$ cat src/rtl/nonce_buffer_if.sv
// Byte-stream link from the nonce buffer to the host.
// The master presents a byte with a valid flag; the slave accepts it with ready.
interface nonce_buffer_if;
   logic [7:0] tx_data;
   logic       tx_valid;
   logic       tx_ready;

   modport master (
      output tx_data,
      output tx_valid,
      input  tx_ready
   );

   modport slave (
      input  tx_data,
      input  tx_valid,
      output tx_ready
   );
endinterface

$ cat src/rtl/nonce_buffer.sv
// Nonce buffer: captures winning nonces into a small FIFO and streams them
// to the host MSB first, with a sticky overflow flag for lost results.
module nonce_buffer #(
   parameter int DEPTH   = 4,
   parameter int NONCE_W = 32
) (
   input  logic                   clk,
   input  logic                   rst,
   input  logic                   resultValid,
   input  logic                   success,
   input  logic [NONCE_W-1:0]     nonce,
   input  logic                   ovf_in,
   nonce_buffer_if.master         tx,
   output logic [$clog2(DEPTH):0] count,
   output logic                   overflow,
   input  logic                   clear_ovf
);

   localparam int PW = $clog2(DEPTH);
   localparam int CW = PW + 1;
   localparam int NB = NONCE_W / 8;
   localparam int IW = (NB > 1) ? $clog2(NB) : 1;
   localparam logic [IW-1:0] LAST = IW'(NB - 1);

   typedef enum logic {
      IDLE,
      SEND
   } state_t;

   state_t             state;
   logic [NONCE_W-1:0] mem [DEPTH];
   logic [PW-1:0]      wr_ptr;
   logic [PW-1:0]      rd_ptr;
   logic [IW-1:0]      idx;

   logic               push_req;
   logic               full;
   logic               push;
   logic               hs;
   logic               pop;
   logic [NONCE_W-1:0] head;
   logic [NONCE_W-1:0] next_head;

   function automatic logic [7:0] byte_sel(
      input logic [NONCE_W-1:0] w,
      input logic [IW-1:0]      i
   );
      logic [NONCE_W-1:0] s;
      s = w << {i, 3'b000};
      return s[NONCE_W-1 -: 8];
   endfunction

   assign push_req = resultValid && success;
   assign full     = (count == CW'(DEPTH));
   assign push     = push_req && !full;
   assign hs       = tx.tx_valid && tx.tx_ready;
   assign pop      = hs && (idx == LAST);
   assign head     = mem[rd_ptr];
   // With a single entry left, the follow-on entry is the one being
   // written this very cycle, so take it straight from the input.
   assign next_head = (count == CW'(1)) ? nonce : mem[rd_ptr + 1'b1];

   // Store accepted nonces at the write pointer.
   always_ff @(posedge clk) begin
      if (push) begin
         mem[wr_ptr] <= nonce;
      end
   end

   // Track FIFO pointers and occupancy.
   always_ff @(posedge clk) begin
      if (rst) begin
         wr_ptr <= '0;
         rd_ptr <= '0;
         count  <= '0;
      end else begin
         if (push) begin
            wr_ptr <= wr_ptr + 1'b1;
         end
         if (pop) begin
            rd_ptr <= rd_ptr + 1'b1;
         end
         count <= count + CW'(push) - CW'(pop);
      end
   end

   // Sticky overflow; a new cause beats a simultaneous clear.
   always_ff @(posedge clk) begin
      if (rst) begin
         overflow <= 1'b0;
      end else if (ovf_in || (push_req && full)) begin
         overflow <= 1'b1;
      end else if (clear_ovf) begin
         overflow <= 1'b0;
      end
   end

   // Serializer FSM with registered byte and valid outputs.
   always_ff @(posedge clk) begin
      if (rst) begin
         state       <= IDLE;
         idx         <= '0;
         tx.tx_valid <= 1'b0;
         tx.tx_data  <= '0;
      end else begin
         unique case (state)
            IDLE: begin
               if (count != '0) begin
                  state       <= SEND;
                  idx         <= '0;
                  tx.tx_valid <= 1'b1;
                  tx.tx_data  <= byte_sel(head, '0);
               end
            end
            SEND: begin
               if (hs) begin
                  if (idx == LAST) begin
                     idx <= '0;
                     if (count > CW'(1) || push) begin
                        tx.tx_data <= byte_sel(next_head, '0);
                     end else begin
                        state       <= IDLE;
                        tx.tx_valid <= 1'b0;
                        tx.tx_data  <= '0;
                     end
                  end else begin
                     idx        <= idx + 1'b1;
                     tx.tx_data <= byte_sel(head, idx + 1'b1);
                  end
               end
            end
         endcase
      end
   end

endmodule
$ cat src/flat_wrapper.sv
// flat-port wrapper written by rule: the top's interface ports become plain ports
module nonce_buffer_flat 
#(
   parameter int DEPTH   = 4,
   parameter int NONCE_W = 32
)
  (clk, rst, resultValid, success, nonce, ovf_in, count, overflow, clear_ovf, tx_tx_data, tx_tx_valid, tx_tx_ready);
  nonce_buffer_if tx_i ();
  input  logic clk;
  input  logic rst;
  input  logic resultValid;
  input  logic success;
  input  logic [NONCE_W-1:0] nonce;
  input  logic ovf_in;
  output logic [$clog2(DEPTH):0] count;
  output logic overflow;
  input  logic clear_ovf;
  output wire logic [$bits(tx_i.tx_data)-1:0] tx_tx_data;
  output wire logic [$bits(tx_i.tx_valid)-1:0] tx_tx_valid;
  input wire logic [$bits(tx_i.tx_ready)-1:0] tx_tx_ready;
  assign tx_tx_data = tx_i.tx_data;
  assign tx_tx_valid = tx_i.tx_valid;
  assign tx_i.tx_ready = tx_tx_ready;
  nonce_buffer #(.DEPTH(DEPTH), .NONCE_W(NONCE_W)) u_core (.clk(clk), .rst(rst), .resultValid(resultValid), .success(success), .nonce(nonce), .ovf_in(ovf_in), .tx(tx_i), .count(count), .overflow(overflow), .clear_ovf(clear_ovf));
endmodule
$ cat config.mk
export PLATFORM = sky130hd
export DESIGN_NAME = nonce_buffer_flat
export DESIGN_NICKNAME = d
export VERILOG_FILES = /design/src/rtl/nonce_buffer_if.sv /design/src/rtl/nonce_buffer.sv /design/src/flat_wrapper.sv
export SDC_FILE = /design/constraint.sdc
export NUM_CORES = 1
export LEC_CHECK = 0
export BUFFER_PORTS_ARGS = -buffer_cell sky130_fd_sc_hd__buf_2
export CAP_MARGIN = 5
export CORE_AREA = 2 2 119 144
export CTS_BUF_LIST = sky130_fd_sc_hd__clkbuf_8
export DETAILED_ROUTE_END_ITERATION = 10
export DIE_AREA = 0 0 121 146
export SYNTH_ARGS = -nofsm -noshare
export SYNTH_HDL_FRONTEND = slang
export SYNTH_SLANG_ARGS = --single-unit
$ cat constraint.sdc
create_clock -name clk -period 1.85 [get_ports clk]
set_input_delay 0.185 -clock clk [delete_from_list [all_inputs] [get_ports clk]]
set_output_delay 0.185 -clock clk [all_outputs]
set_load 0.02 [all_outputs]
==> summary.txt <==
Run status
  • Outcome: completed

Detailed routing
  • Routed len/inst: 19.5 um
  • # DRC: 0
  • DR pass1 iterations: 4
  • Vias per inst: around 5.2
  • Drt initial violations: ~210
  • Via count: roughly 3700
  • Drt total wl: approximately 14000 um
  • Antenna viol nets, final: 0

Die
  • Core Area: 16100 um2
  • Initial core utilization: approximately 39%
  • Top-level I/O count: 52
  • Die H: ~150 um
  • Cell Rows: 51
  • Die ar.: about 18000 um2
  • Die width: roughly 120 um

Placed design
  • Port Buffers: 51
  • Dpl ws: 0.0613 ns
  • Area after DPL: 7080 um2
  • Dpl cells: between 600 and 700
  • Gpl congestion: around 0.80
  • DP Wirelength: between 8000 and 9000 um

Final layout
  • N_diodes: 0
  • Layout cells sized above 1: 31.8%
  • Final net count: ~550
  • Final Instance Area: just under 8000 um2
  • Area grow syn2layout: 23.0%
  • Non-filler cells, final: 721
  • Most frequent cells in the layout: edfxtp_1, buf_2, dlygate4sd3_1
  • Most common cell after layout, fill and taps aside: edfxtp_1
  • Fill cells: about 1400

Worst setup path
  • Arrival time worst endpoint: ~2.1 ns
  • Reg2reg path depth: 5
  • Worst path required time: 2.16 ns
  • FF-to-FF End: u_core.tx.tx_data[1]
  • Worst-path fanout max: 8
  • Critical path type: reg2reg
  • Crit end category: flop
  • FF-to-FF setup slack: between 0.09 and 0.1 ns
  • CP startpoint kind: flop

Pwr
  • Max VDD drop: 0.418 mV
  • Total net switching power: 1.67 mW
  • Post-route total power: slightly below 7 mW
  • Sw Share: about 24%
  • Combinational share of power: around a tenth
  • P_leak: between 2 and 3 nW
  • Clock group share of total power: between 30% and 40%
  • Power per cell area: between 800 and 900 nW/um2
  • Seq pwr share: roughly 57%
  • P_int: a little over 5 mW

GRT
  • Vias in the first global route: between 3000 and 4000
  • GRT overflow: 0
  • All-Layer GR Usage: approximately 17%
  • Initial antenna violation count: 0
  • Largest net degree at the start of global routing: 33
  • Global-route wire length before repair: approximately 22000 um

Clock tree
  • # clock sinks: 150
  • CTS tree: built
  • H-tree depth: 4
  • Clock root buffer: clkbuf_8
  • Clk slew on worst S/H paths: around 0.070 ns
  • Clk Latency, worst-skew pair: about 0.45 ns
  • Clk buf depth: 2
  • CTS buffer count: 17

Synthesis
  • Syn Inst Count: about 380
  • Ys Warns: 0
  • Yosys reg bits: 150
  • Post-synthesis cell area: about 6400 um2
  • Synth cell types: 45
  • Avg Inst Size Synth: 16.9 um2
  • Post-synth net total: about 420
  • Sequential area share after synthesis: between 60 and 70%

STA
  • Fin crit period: about 1.8 ns
  • Setup ws final: a little over 0.09 ns
  • FMAX: approximately 570 MHz
  • Final setup fails: 0
  • Unrepaired setup endpoints after global routing: no
  • Max-slew violation count: 0
  • Fin. Hold Viols: 0
  • Final clock skew: around 0.0098 ns
  • Final Cycle Share: 95.0%
  • Worst slack on hold paths: between 0.07 and 0.08 ns
  • Worst-margin pin slew: 0.631 ns
  • Slew Limit Headroom: a little under 60%

Worst hold path
  • Hold Path Depth: 4
  • Beginning of the worst hold path: clear_ovf
  • Hold Path Class: in2reg
  • WHS Endpoint: u_core.overflow

Flow run
  • MaxCap Viol Count: 0
-- kinds of logic after synthesis --
kind of cell | Yosys count | share of synthesized area (%)
xor+xnor | 6 | 0.826
simple gates | 56 | 5.19
buf+inv | 25 | 2.62
fa+ha+maj | 9 | 1.89
mux | 65 | 15.4
flops | 150 | 67.3
compound gates | 65 | 6.78
-- flip-flops by register name, summed over array words and instances, names as in the netlist, named ones only --
signal              count
u_core.count            3
u_core.idx              2
u_core.mem            128
u_core.overflow         1
u_core.rd_ptr           2
u_core.state            1
u_core.tx.tx_data       8
u_core.tx.tx_valid      1
u_core.wr_ptr           2
-- critical path, stage by stage, from the launching register on --
cell	delay [ns]
dfxtp_4	0.41
buf_12	0.16
mux4_1	0.59
a22o_2	0.23
a31oi_1	0.14
a211oi_1	0.09
-- synthesized netlist by cell type (all sizes together) --
cell / instances / area [um2]
nand2: 10 / 37.5
mux4: 24 / 556
o21ai: 12 / 75.1
nor2: 10 / 37.5
nand3: 4 / 20.0
buf: 11 / 85.1
xor2: 4 / 35.0
dfxtp: 22 / 440
nand4: 5 / 31.3
a211oi: 8 / 60.1
ha: 8 / 100
nand2b: 1 / 6.26
a31oi: 16 / 100
a21oi: 13 / 65.1
a22oi: 8 / 60.1
edfxtp: 128 / 3840
nand4b: 1 / 8.76
fa: 1 / 20.0
and2: 5 / 31.3
clkbuf: 8 / 50.1
nor2b: 4 / 25.0
dlymetal6s2s: 1 / 12.5
nor3b: 3 / 43.8
nor3: 3 / 25.0
nor4: 1 / 6.26
or3: 8 / 51.3
or2: 1 / 6.26
xnor2: 2 / 17.5
inv: 5 / 18.8
mux2i: 32 / 320
mux2: 9 / 101
a22o: 8 / 71.3
-- timing repair --
action / CTS / global route
resized for setup: 0 / 4
setup buffers: 0 / 1
endpoints found under the setup margin: 0 / 4
hold buffers: 35 / 0
hold endpoints to repair: 129 / 0
-- worst max-delay path by stage --
stage | startpoint | endpoint
floorplan | u_core.count[1] | u_core.mem[0][0]
global placement | flop | u_core.tx.tx_data[1]
detailed placement | u_core.idx[1] | u_core.count[2]
CTS | flop | u_core.tx.tx_data[1]
global route | u_core.idx[0] | u_core.tx.tx_data[4]
finish | flop | u_core.tx.tx_data[1]
-- power by group through the flow --
stage | combinational (mW) | sequential (mW) | clock [mW]
after floorplan | 0.310 | 3.98 | 0
after global placement | 0.616 | 3.95 | 0
after detailed placement | 0.632 | 3.95 | 0
after CTS | 0.692 | 3.88 | 2.32
after global routing | 0.751 | 3.89 | 2.44
final | 0.686 | 3.88 | 2.25
-- metal layers --
metal  routed length [um]  track usage [%]  part of all wire, %  vias up
met2                 7230             27.4                   51       90
met1                 6000             21.5                   43     1863
met3                  493             3.96                  3.5       21
met5                    0                0                    0        -
li1                     -                -                    -     1753
met4                  354             6.80                  2.5        0
-- cell type report --
cell class | instances | area [um2] | share of cell area, %
sequential | 150 | 4290 | 54.8
multi-input combinational | 201 | 1940 | 24.7
timing repair buffer | 122 | 968 | 12.4
tap | 212 | 265 | 3.39
clock buffer | 17 | 234 | 2.99
clock inverter | 14 | 113 | 1.44
inverter | 5 | 18.8 | 0.240
-- per-stage QoR --
stage | setup TNS [ns] | utilization (%)
global route | 0 | 48.5
finish | 0 | 48.5
CTS | 0 | 48.2
detailed placement | 0 | 43.9
floorplan | -6.67 | -
global placement | 0 | 43.9
Power figures use the tool's default switching activity.
